File: src/rtl/alu_muldiv_ctrl.sv
// EX-stage ALU control: combinational RV32I op decode plus an iterative
// RV32M multiply/divide sequencer that stalls the pipeline while busy.
module alu_muldiv_ctrl #(
  parameter int XLEN       = 32,
  parameter int ALU_CTRL_W = 5,
  parameter int ENABLE_M   = 1
) (
  input  logic                  iCLK,
  input  logic                  iRST,
  input  logic [1:0]            iALUOp,
  input  logic [2:0]            iFunct3,
  input  logic [6:0]            iFunct7,
  input  logic                  iValid,
  input  logic                  iFlush,
  input  logic [XLEN-1:0]       iA,
  input  logic [XLEN-1:0]       iB,
  output logic [ALU_CTRL_W-1:0] oALUControl,
  output logic [XLEN-1:0]       oMDResult,
  output logic                  oMDValid,
  output logic                  oStall
);

  localparam logic [1:0] OP_ADD = 2'b00;
  localparam logic [1:0] OP_SUB = 2'b01;
  localparam logic [1:0] OP_ANY = 2'b10;
  localparam logic [1:0] OP_IMM = 2'b11;

  localparam logic [ALU_CTRL_W-1:0] ALU_ADD  = ALU_CTRL_W'(0);
  localparam logic [ALU_CTRL_W-1:0] ALU_SUB  = ALU_CTRL_W'(1);
  localparam logic [ALU_CTRL_W-1:0] ALU_SLL  = ALU_CTRL_W'(2);
  localparam logic [ALU_CTRL_W-1:0] ALU_SLT  = ALU_CTRL_W'(3);
  localparam logic [ALU_CTRL_W-1:0] ALU_SLTU = ALU_CTRL_W'(4);
  localparam logic [ALU_CTRL_W-1:0] ALU_XOR  = ALU_CTRL_W'(5);
  localparam logic [ALU_CTRL_W-1:0] ALU_SRL  = ALU_CTRL_W'(6);
  localparam logic [ALU_CTRL_W-1:0] ALU_SRA  = ALU_CTRL_W'(7);
  localparam logic [ALU_CTRL_W-1:0] ALU_OR   = ALU_CTRL_W'(8);
  localparam logic [ALU_CTRL_W-1:0] ALU_AND  = ALU_CTRL_W'(9);

  localparam int CW = $clog2(XLEN + 1);

  localparam logic [6:0] F7_BASE = 7'b0000000;
  localparam logic [6:0] F7_ALT  = 7'b0100000;
  localparam logic [6:0] F7_MULD = 7'b0000001;

  typedef enum logic [1:0] {S_IDLE, S_MUL, S_DIV, S_DONE} state_t;

  state_t          r_state, w_next;
  logic [CW-1:0]   r_cnt;
  logic [XLEN-1:0] r_a;      // multiplicand / divisor magnitude
  logic [XLEN-1:0] r_hi;     // product high / partial remainder / special result
  logic [XLEN-1:0] r_lo;     // multiplier -> product low / dividend -> quotient
  logic [2:0]      r_f3;
  logic            r_neg;
  logic            r_special;
  logic            r_kill;   // flush seen last cycle: refuse new M ops this cycle

  // Base op for funct3 values whose decode is shared by OP and OP-IMM
  function automatic logic [ALU_CTRL_W-1:0] f3_op(input logic [2:0] f3);
    case (f3)
      3'b001:  f3_op = ALU_SLL;
      3'b010:  f3_op = ALU_SLT;
      3'b011:  f3_op = ALU_SLTU;
      3'b100:  f3_op = ALU_XOR;
      3'b110:  f3_op = ALU_OR;
      3'b111:  f3_op = ALU_AND;
      default: f3_op = ALU_ADD;
    endcase
  endfunction

  // Single-cycle ALU op decode; unlisted encodings fall back to ADD
  always_comb begin
    oALUControl = ALU_ADD;
    case (iALUOp)
      OP_SUB: oALUControl = ALU_SUB;
      OP_ANY: begin
        case (iFunct3)
          3'b000: if (iFunct7 == F7_ALT) oALUControl = ALU_SUB;
          3'b101: begin
            if (iFunct7 == F7_BASE)     oALUControl = ALU_SRL;
            else if (iFunct7 == F7_ALT) oALUControl = ALU_SRA;
          end
          default: if (iFunct7 == F7_BASE) oALUControl = f3_op(iFunct3);
        endcase
      end
      OP_IMM: begin
        case (iFunct3)
          3'b000:  oALUControl = ALU_ADD;
          3'b101:  oALUControl = iFunct7[5] ? ALU_SRA : ALU_SRL;
          default: oALUControl = f3_op(iFunct3);
        endcase
      end
      default: oALUControl = ALU_ADD;
    endcase
  end

  // M-op detection and operand preparation (magnitudes, signs, special divides)
  logic            w_mop, w_accept, w_is_div, w_a_sgn, w_b_sgn, w_a_neg, w_b_neg;
  logic            w_div0, w_ovf, w_neg;
  logic [XLEN-1:0] w_a_mag, w_b_mag, w_spec;

  assign w_mop    = (ENABLE_M != 0) && iValid && (iALUOp == OP_ANY) && (iFunct7 == F7_MULD);
  assign w_accept = w_mop && !iFlush && !r_kill;
  assign w_is_div = iFunct3[2];
  // MUL/MULH/MULHSU take rs1 signed; MUL/MULH take rs2 signed; DIV/REM both signed
  assign w_a_sgn  = w_is_div ? ~iFunct3[0] : (iFunct3[1:0] != 2'b11);
  assign w_b_sgn  = w_is_div ? ~iFunct3[0] : ~iFunct3[1];
  assign w_a_neg  = w_a_sgn & iA[XLEN-1];
  assign w_b_neg  = w_b_sgn & iB[XLEN-1];
  assign w_a_mag  = w_a_neg ? -iA : iA;
  assign w_b_mag  = w_b_neg ? -iB : iB;
  assign w_div0   = w_is_div && (iB == '0);
  assign w_ovf    = w_is_div && !iFunct3[0] && (iA == {1'b1, {(XLEN-1){1'b0}}}) && (iB == '1);
  // Remainder sign follows the dividend; everything else is the operand-sign xor
  assign w_neg    = (w_is_div && iFunct3[1]) ? w_a_neg : (w_a_neg ^ w_b_neg);
  assign w_spec   = w_div0 ? (iFunct3[1] ? iA : '1) : (iFunct3[1] ? '0 : iA);

  // Iteration datapath: shift-add multiply step and restoring divide step
  logic [XLEN:0] w_msum, w_dsh, w_dsub;
  logic          w_dge;

  assign w_msum = {1'b0, r_hi} + (r_lo[0] ? {1'b0, r_a} : '0);
  assign w_dsh  = {r_hi, r_lo[XLEN-1]};
  assign w_dsub = w_dsh - {1'b0, r_a};
  assign w_dge  = ~w_dsub[XLEN];

  // Next-state logic; flush overrides everything
  always_comb begin
    w_next = r_state;
    case (r_state)
      S_IDLE: if (w_accept) w_next = (w_div0 || w_ovf) ? S_DONE : (w_is_div ? S_DIV : S_MUL);
      S_MUL:  if (r_cnt == CW'(1)) w_next = S_DONE;
      S_DIV:  if (r_cnt == CW'(1)) w_next = S_DONE;
      S_DONE: w_next = S_IDLE;
      default: w_next = S_IDLE;
    endcase
    if (iFlush) w_next = S_IDLE;
  end

  // State register
  always_ff @(posedge iCLK or negedge iRST) begin
    if (!iRST) r_state <= S_IDLE;
    else       r_state <= w_next;
  end

  // Operand latch and per-cycle iteration
  always_ff @(posedge iCLK or negedge iRST) begin
    if (!iRST) begin
      r_cnt     <= '0;
      r_a       <= '0;
      r_hi      <= '0;
      r_lo      <= '0;
      r_f3      <= '0;
      r_neg     <= 1'b0;
      r_special <= 1'b0;
      r_kill    <= 1'b0;
    end else begin
      r_kill <= iFlush;
      case (r_state)
        S_IDLE: if (w_accept) begin
          r_cnt     <= CW'(XLEN);
          r_f3      <= iFunct3;
          r_neg     <= w_neg;
          r_special <= w_div0 || w_ovf;
          r_a       <= w_is_div ? w_b_mag : w_a_mag;
          r_lo      <= w_is_div ? w_a_mag : w_b_mag;
          r_hi      <= (w_div0 || w_ovf) ? w_spec : '0;
        end
        S_MUL: begin
          r_cnt <= r_cnt - CW'(1);
          r_hi  <= w_msum[XLEN:1];
          r_lo  <= {w_msum[0], r_lo[XLEN-1:1]};
        end
        S_DIV: begin
          r_cnt <= r_cnt - CW'(1);
          r_hi  <= w_dge ? w_dsub[XLEN-1:0] : w_dsh[XLEN-1:0];
          r_lo  <= {r_lo[XLEN-2:0], w_dge};
        end
        default: ;
      endcase
    end
  end

  // Sign correction and result selection, presented only in DONE
  logic [2*XLEN-1:0] w_prod;
  logic [XLEN-1:0]   w_q, w_r, w_final;

  assign w_prod  = r_neg ? -{r_hi, r_lo} : {r_hi, r_lo};
  assign w_q     = r_neg ? -r_lo : r_lo;
  assign w_r     = r_neg ? -r_hi : r_hi;
  assign w_final = r_special ? r_hi :
                   r_f3[2]   ? (r_f3[1] ? w_r : w_q) :
                   (r_f3[1:0] == 2'b00) ? w_prod[XLEN-1:0] : w_prod[2*XLEN-1:XLEN];

  assign oMDValid  = (r_state == S_DONE);
  assign oMDResult = oMDValid ? w_final : '0;
  assign oStall    = iRST && (((r_state == S_IDLE) && w_accept) ||
                              (r_state == S_MUL) || (r_state == S_DIV));

endmodule
File: config.mk
export PLATFORM = sky130hd
export DESIGN_NAME = alu_muldiv_ctrl
export DESIGN_NICKNAME = d
export VERILOG_FILES = /design/src/rtl/alu_muldiv_ctrl.sv
export SDC_FILE = /design/constraint.sdc
export NUM_CORES = 1
export LEC_CHECK = 0
export CAP_MARGIN = 20
export CORE_ASPECT_RATIO = 0.6
export CORE_MARGIN = 2
export CORE_UTILIZATION = 38
export DETAILED_ROUTE_END_ITERATION = 10
export GPL_TIMING_DRIVEN = 0
export MAX_ROUTING_LAYER = met4
export PLACE_DENSITY = 0.64
export SLEW_MARGIN = 20
export SYNTH_ARGS = -nofsm -noshare
export SYNTH_HDL_FRONTEND = slang
export SYNTH_SLANG_ARGS = --single-unit
File: constraint.sdc
create_clock -name iCLK -period 4.3 [get_ports iCLK]
set_clock_uncertainty 0.15 [all_clocks]
set_input_delay 0.645 -clock iCLK [delete_from_list [all_inputs] [get_ports iCLK]]
set_output_delay 0.645 -clock iCLK [all_outputs]
set_load 0.05 [all_outputs]
After elaboration in Yosys (flattened, before gate mapping)

Index checks and enable logic that the tools add are counted.

Register bits after elaboration: 110
Input port bits: 80
Output and inout port bits: 39
Word-level logic and storage cells: 116

Add/sub/neg operators: 8
Equal/unequal tests: 22
Muxes and demuxes: 42
Bitwise operators: 6
Reduce and logical (&&, ||, !) cells: 29

Operators with widths:

| cell                                                                  | number |
|---|---|
| 32-bit two-way mux                                                    | 19 |
| 32-bit case mux with 3 select lines                                   | 2 |
| 32-bit negator                                                        | 4 |
| 32-bit equality test, second input constant                           | 2 |
| 64-bit two-way mux                                                    | 1 |
| 64-bit negator                                                        | 1 |
| 32-bit by 32-bit adder with 33-bit output                             | 1 |
| 33-bit by 32-bit subtractor with 33-bit output                        | 1 |
| 32-bit zero test                                                      | 1 |
| 4-bit case mux with 6 select lines                                    | 1 |
| 5-bit case mux with 2 select lines                                    | 2 |
| 5-bit case mux with 3 select lines                                    | 1 |
| 3-bit equality test, second input constant                            | 4 |
| 6-bit case mux with 2 select lines                                    | 1 |
| 1-bit logical AND                                                     | 11 |
| 2-bit two-way mux                                                     | 5 |
| 2-bit equality test, second input constant                            | 4 |
| 2-bit AND reduction                                                   | 4 |
| 7-bit by 1-bit equality test with 1-bit output, second input constant | 1 |
| 7-bit by 6-bit equality test with 1-bit output, second input constant | 1 |
| 7-bit zero test                                                       | 1 |
| 3-bit by 2-bit equality test with 1-bit output, second input constant | 2 |
| 6-bit by 1-bit equality test with 1-bit output, second input constant | 1 |
| 3-bit two-way mux                                                     | 2 |
| 20 further kinds                                                      | 34 |

Longest topological paths before layout

Word-level depth: 9
Gate-level depth with buffers: 14

Worst setup path after synthesis

Ideal clock, no wire load.

Kind: register -> output
Start point: register r_hi[8]
End point: output oMDResult[31]
Arrival: 3.678 ns
Setup slack: -0.173 ns
Cell stages (with the launch flop): 11
Cells stage by stage: dfrtp_1 clkbuf_1 or3_1 or4_1 nand2b_1 or2_2 o21ai_1 xor2_1 nor2_1 a21oi_1 a221oi_1

Longest elaborated chain between the ends: 6

Ends and longest elaborated chain:

| item                                                     | line     | text |
|---|---|---|
| start, declared                                          | 50       | `logic [XLEN-1:0] r_hi;` |
| start signal, assigned                                   | 166      | `r_hi <= (w_div0 \|\| w_ovf) ? w_spec : '0;` |
| start signal, assigned                                   | 170      | `r_hi <= w_msum[XLEN:1];` |
| start signal, assigned                                   | 175      | `r_hi <= w_dge ? w_dsub[XLEN-1:0] : w_dsh[XLEN-1:0];` |
| 64-bit negator or 32-bit negator (tied branches)         | 187, 189 |  |
| 64-bit two-way mux or 32-bit two-way mux (tied branches) | 187, 189 |  |
| 32-bit two-way mux (on tied branches)                    | 192, 191 |  |
| 32-bit two-way mux *                                     | 191      | `r_f3[2] ? (r_f3[1] ? w_r : w_q) :` |
| 32-bit two-way mux *                                     | 190      | `assign w_final = r_special ? r_hi :` |
| 32-bit two-way mux *                                     | 195      | `assign oMDResult = oMDValid ? w_final : '0;` |
| end, declared                                            | 18       | `output logic [XLEN-1:0] oMDResult,` |

Every way passes the cells marked *; elsewhere a longest branch is shown, timed or not.

Worst setup path in the final report

Start point: register r_lo[0]
End point: output oMDResult[30]

Longest elaborated chain between the ends: 6

Ends and longest elaborated chain:

| item                                                     | line     | text |
|---|---|---|
| start, declared                                          | 51       | `logic [XLEN-1:0] r_lo;` |
| start signal, assigned                                   | 165      | `r_lo <= w_is_div ? w_a_mag : w_b_mag;` |
| start signal, assigned                                   | 171      | `r_lo <= {w_msum[0], r_lo[XLEN-1:1]};` |
| start signal, assigned                                   | 176      | `r_lo <= {r_lo[XLEN-2:0], w_dge};` |
| 64-bit negator or 32-bit negator (tied branches)         | 187, 188 |  |
| 64-bit two-way mux or 32-bit two-way mux (tied branches) | 187, 188 |  |
| 32-bit two-way mux (on tied branches)                    | 192, 191 |  |
| 32-bit two-way mux *                                     | 191      |  |
| 32-bit two-way mux *                                     | 190      |  |
| 32-bit two-way mux *                                     | 195      |  |

Marked as above.

==> results_dict.tcl <==
set metrics [dict create \
    outcome "finished with violations" \
    violations "negative setup slack" \
    grt_pass1_wl_um 119000 \
    drc 0 \
    clockBufferDepth 2 \
    cap_viol_max_count 0 \
    pre_cts_ws_ns -1.51 \
    r2r_start "r_lo[31]" \
    place_area_mm2 0.0168 \
    critPathLaunchType "flip-flop" \
    worst-path-buf-inv 4 \
    grt_overflow 0 \
    synth_fp_nets 2275 \
    power_per_cell_area_mw_per_mm2 184 \
    slowest_stage "dfrtp_2" \
    instances_no_fill 2817 \
    synth_cell_types 89 \
    worst_pin_slew_ns 1.12 \
    crit_type "flip-flop to primary output" \
    viasPerCell 6.64 \
    synth_edf_count 0 \
    die_w_um 260 \
    ant_nets 0 \
    rr_worst_depth 15 \
    hold_path_class "primary input to asynchronous set/reset pin" \
    routedWlPerCell_um 29.7 \
    period_needed_ns 4.39 \
    clock_sinks 110 \
    synth-seq-cells 110 \
    critPathMaxStageDelay_ns 0.46 \
    crit_cells 12 \
    rrSetupSlack_ns 0.16 \
    worstPathCellList "inv_4 > clkbuf_8 > ha_4 > nand4b_1 > buf_4 > or3_4 > o41ai_4 > xor2_2 > o32ai_1 > a21oi_1 > o22ai_1 > buf_4" \
    ir_worst_vdd_v 0.000204 \
    die_y_um 158 \
    timing.critical_path.mode_cell "buf_4" \
    final-max-slew-violation-count 0 \
    syn_area_mm2 0.0150 \
    multi_input_area_mm2 0.0118 \
    rsz0062_at_grt "true" \
    final_common_cell "nand2_1" \
    synthFlopType "dfrtp_1" \
    cpLargestDelayFamily "buffers and inverters" \
    tritoncts "done" \
    worstPathRequired_ns 3.50 \
    die_area_mm2 0.0410 \
    setup_viol 8 \
    avgSynthCellArea_um2 7.06 \
    end_kind "primary output" \
    dpl.hpwl_um 66000 \
    crit_path_start "r_lo[0]" \
    seq_area_mm2 0.00278 \
    rr_endpoint "r_hi[29]" \
    drt-initial-drc-count 2904 \
    async_flop_share 1.00 \
    max_slew_margin 0.251 \
    fmax_ghz 0.228 \
    finalInstanceArea_mm2 0.0181 \
    place_inst 2757 \
    finalCritPeriodShare 1.02 \
    mostFrequentLayoutCells "211 x nand2_1, 202 x o21ai_0, 194 x a21oi_1, 188 x nor2_1, 104 x xnor2_1" \
    worst_slack_ns -0.0901 \
    antenna_found_initial 4 \
    start_util 0.384 \
    ys_seq_area_frac 0.184 \
    grt_usage 0.410 \
    final_nets 2446 \
    core-area_mm2 0.0390 \
    grt_max_degree 76 \
    hold_viol_final 0 \
    cp.arrival_ns 3.60 \
    wirelength_um 83800 \
    synthCells 2118 \
    power_mw 3.35 \
    area_growth_pct 21.4 \
    firstDrtPassIters 8 \
    n_fill_cell 4010 \
    root_buffer "clkbuf_16" \
    rows 56 \
    gp_congestion 1.10 \
    h-tree-depth 3 \
    worstSkewPairLatency_ns 0.39 \
    yosys_warnings 0 \
    grt_pass1_vias 16800 \
    portBuffers 116 \
    cts_buffers 9 \
    cts.clk_slew.worst_paths_ns 0.09 \
    crit_fanout 10 \
    drive_gt1_frac 0.128 \
    hold_ws_ns 0.0510 \
    io_pins 119 \
    vias 18700 \
    leakage_nw 7.26 \
]
[routing by layer]
metal  up-vias  share of wire  GRT usage
li1       8129              -          -
met1      9118           0.45      0.594
met2      1323           0.37      0.522
met3       145           0.15      0.147
met4         0          0.025      0.107
met5         -              0          -
[worst max-delay path by stage]
stage	end	slack, ns
final	oMDResult[30]	-0.09
after global routing	oMDResult[30]	-0.14
after CTS	oMDResult[30]	-0.09
after detailed placement	oMDResult[28]	-1.51
after global placement	oStall	-3.20
after floorplan	oMDResult[8]	0.06
[cells by family after synthesis]
kind of cell,share of synthesized area
AO/OA/AOI/OAI,0.342
XOR/XNOR,0.100
adder cells (fa/ha/maj),0.0654
buffers and inverters,0.0697
flip-flops,0.184
multiplexers,0.0241
other,0.000251
AND/OR/NAND/NOR,0.215
[flip-flops by register name, indices dropped and copies added (netlist names)]
signal     flops
r_neg          1
r_hi          32
r_state        2
r_lo          32
r_special      1
r_cnt          6
r_f3           3
r_a           32
r_kill         1
[cell type report]
type                       instances  share of cell area
multi-input combinational       1738               0.648
sequential                       110               0.153
timing repair buffer             169              0.0855
buffer                           154              0.0388
tap                              522              0.0360
inverter                         107              0.0225
clock buffer                      10              0.0126
clock inverter                     6             0.00303
antenna                            1            0.000138
[timing repair]
action	in CTS	in global routing
hold buffers	0	0
buffers inserted	33	19
gates cloned	1	0
pin swaps	25	26
setup endpoints to repair	73	68
resized for setup	290	98
[through the flow]
step / util / TNS [ns]
CTS: 0.456 / -0.162
global route: 0.466 / -0.642
global placement: 0.431 / -330.51
detailed placement: 0.431 / -48.41
finish: 0.466 / -0.450
floorplan: - / 0
[Yosys cell counts (21+ instances only)]
cell,count,area (um2)
dfrtp_1,110,2750
xnor2_1,105,920
a31oi_1,22,138
a221o_1,22,220
clkbuf_1,135,507
nand2b_1,22,138
o31ai_1,38,285
o21ai_0,212,1060
nor2_1,192,721
nand4_1,23,144
nor3_1,33,165
nand2_1,212,796
xor2_1,66,578
ha_1,75,938
a221oi_1,39,342
o22ai_1,41,257
o211ai_1,26,195
a21oi_1,202,1010
nand3_1,37,185
a21o_1,42,315
inv_1,104,390
or3_1,21,131
[power breakdown]
part / internal, mW / leakage [nW] / total [mW] / switching, mW
logic: 0.476 / 5.88 / 1.35 / 0.872
clock network: 0.406 / 0.133 / 0.880 / 0.475
registers: 1.06 / 1.25 / 1.12 / 0.0567
total: 1.94 / 7.26 / 3.35 / 1.40
[worst register-to-register path, stage by stage (launching register included)]
cell and delay, ns:
dfrtp_2 0.45, inv_1 0.11, ha_1 0.23, fa_1 0.42, nand2b_1 0.23, a21oi_2 0.30, o21ai_1 0.20, o21ai_2 0.14
buf_4 0.17, a31oi_1 0.17, o311ai_4 0.36, buf_6 0.24, buf_4 0.27, o21ai_0 0.15, a41oi_1 0.31, a21oi_1 0.12
Note: power is estimated with default switching activity, not from simulation.
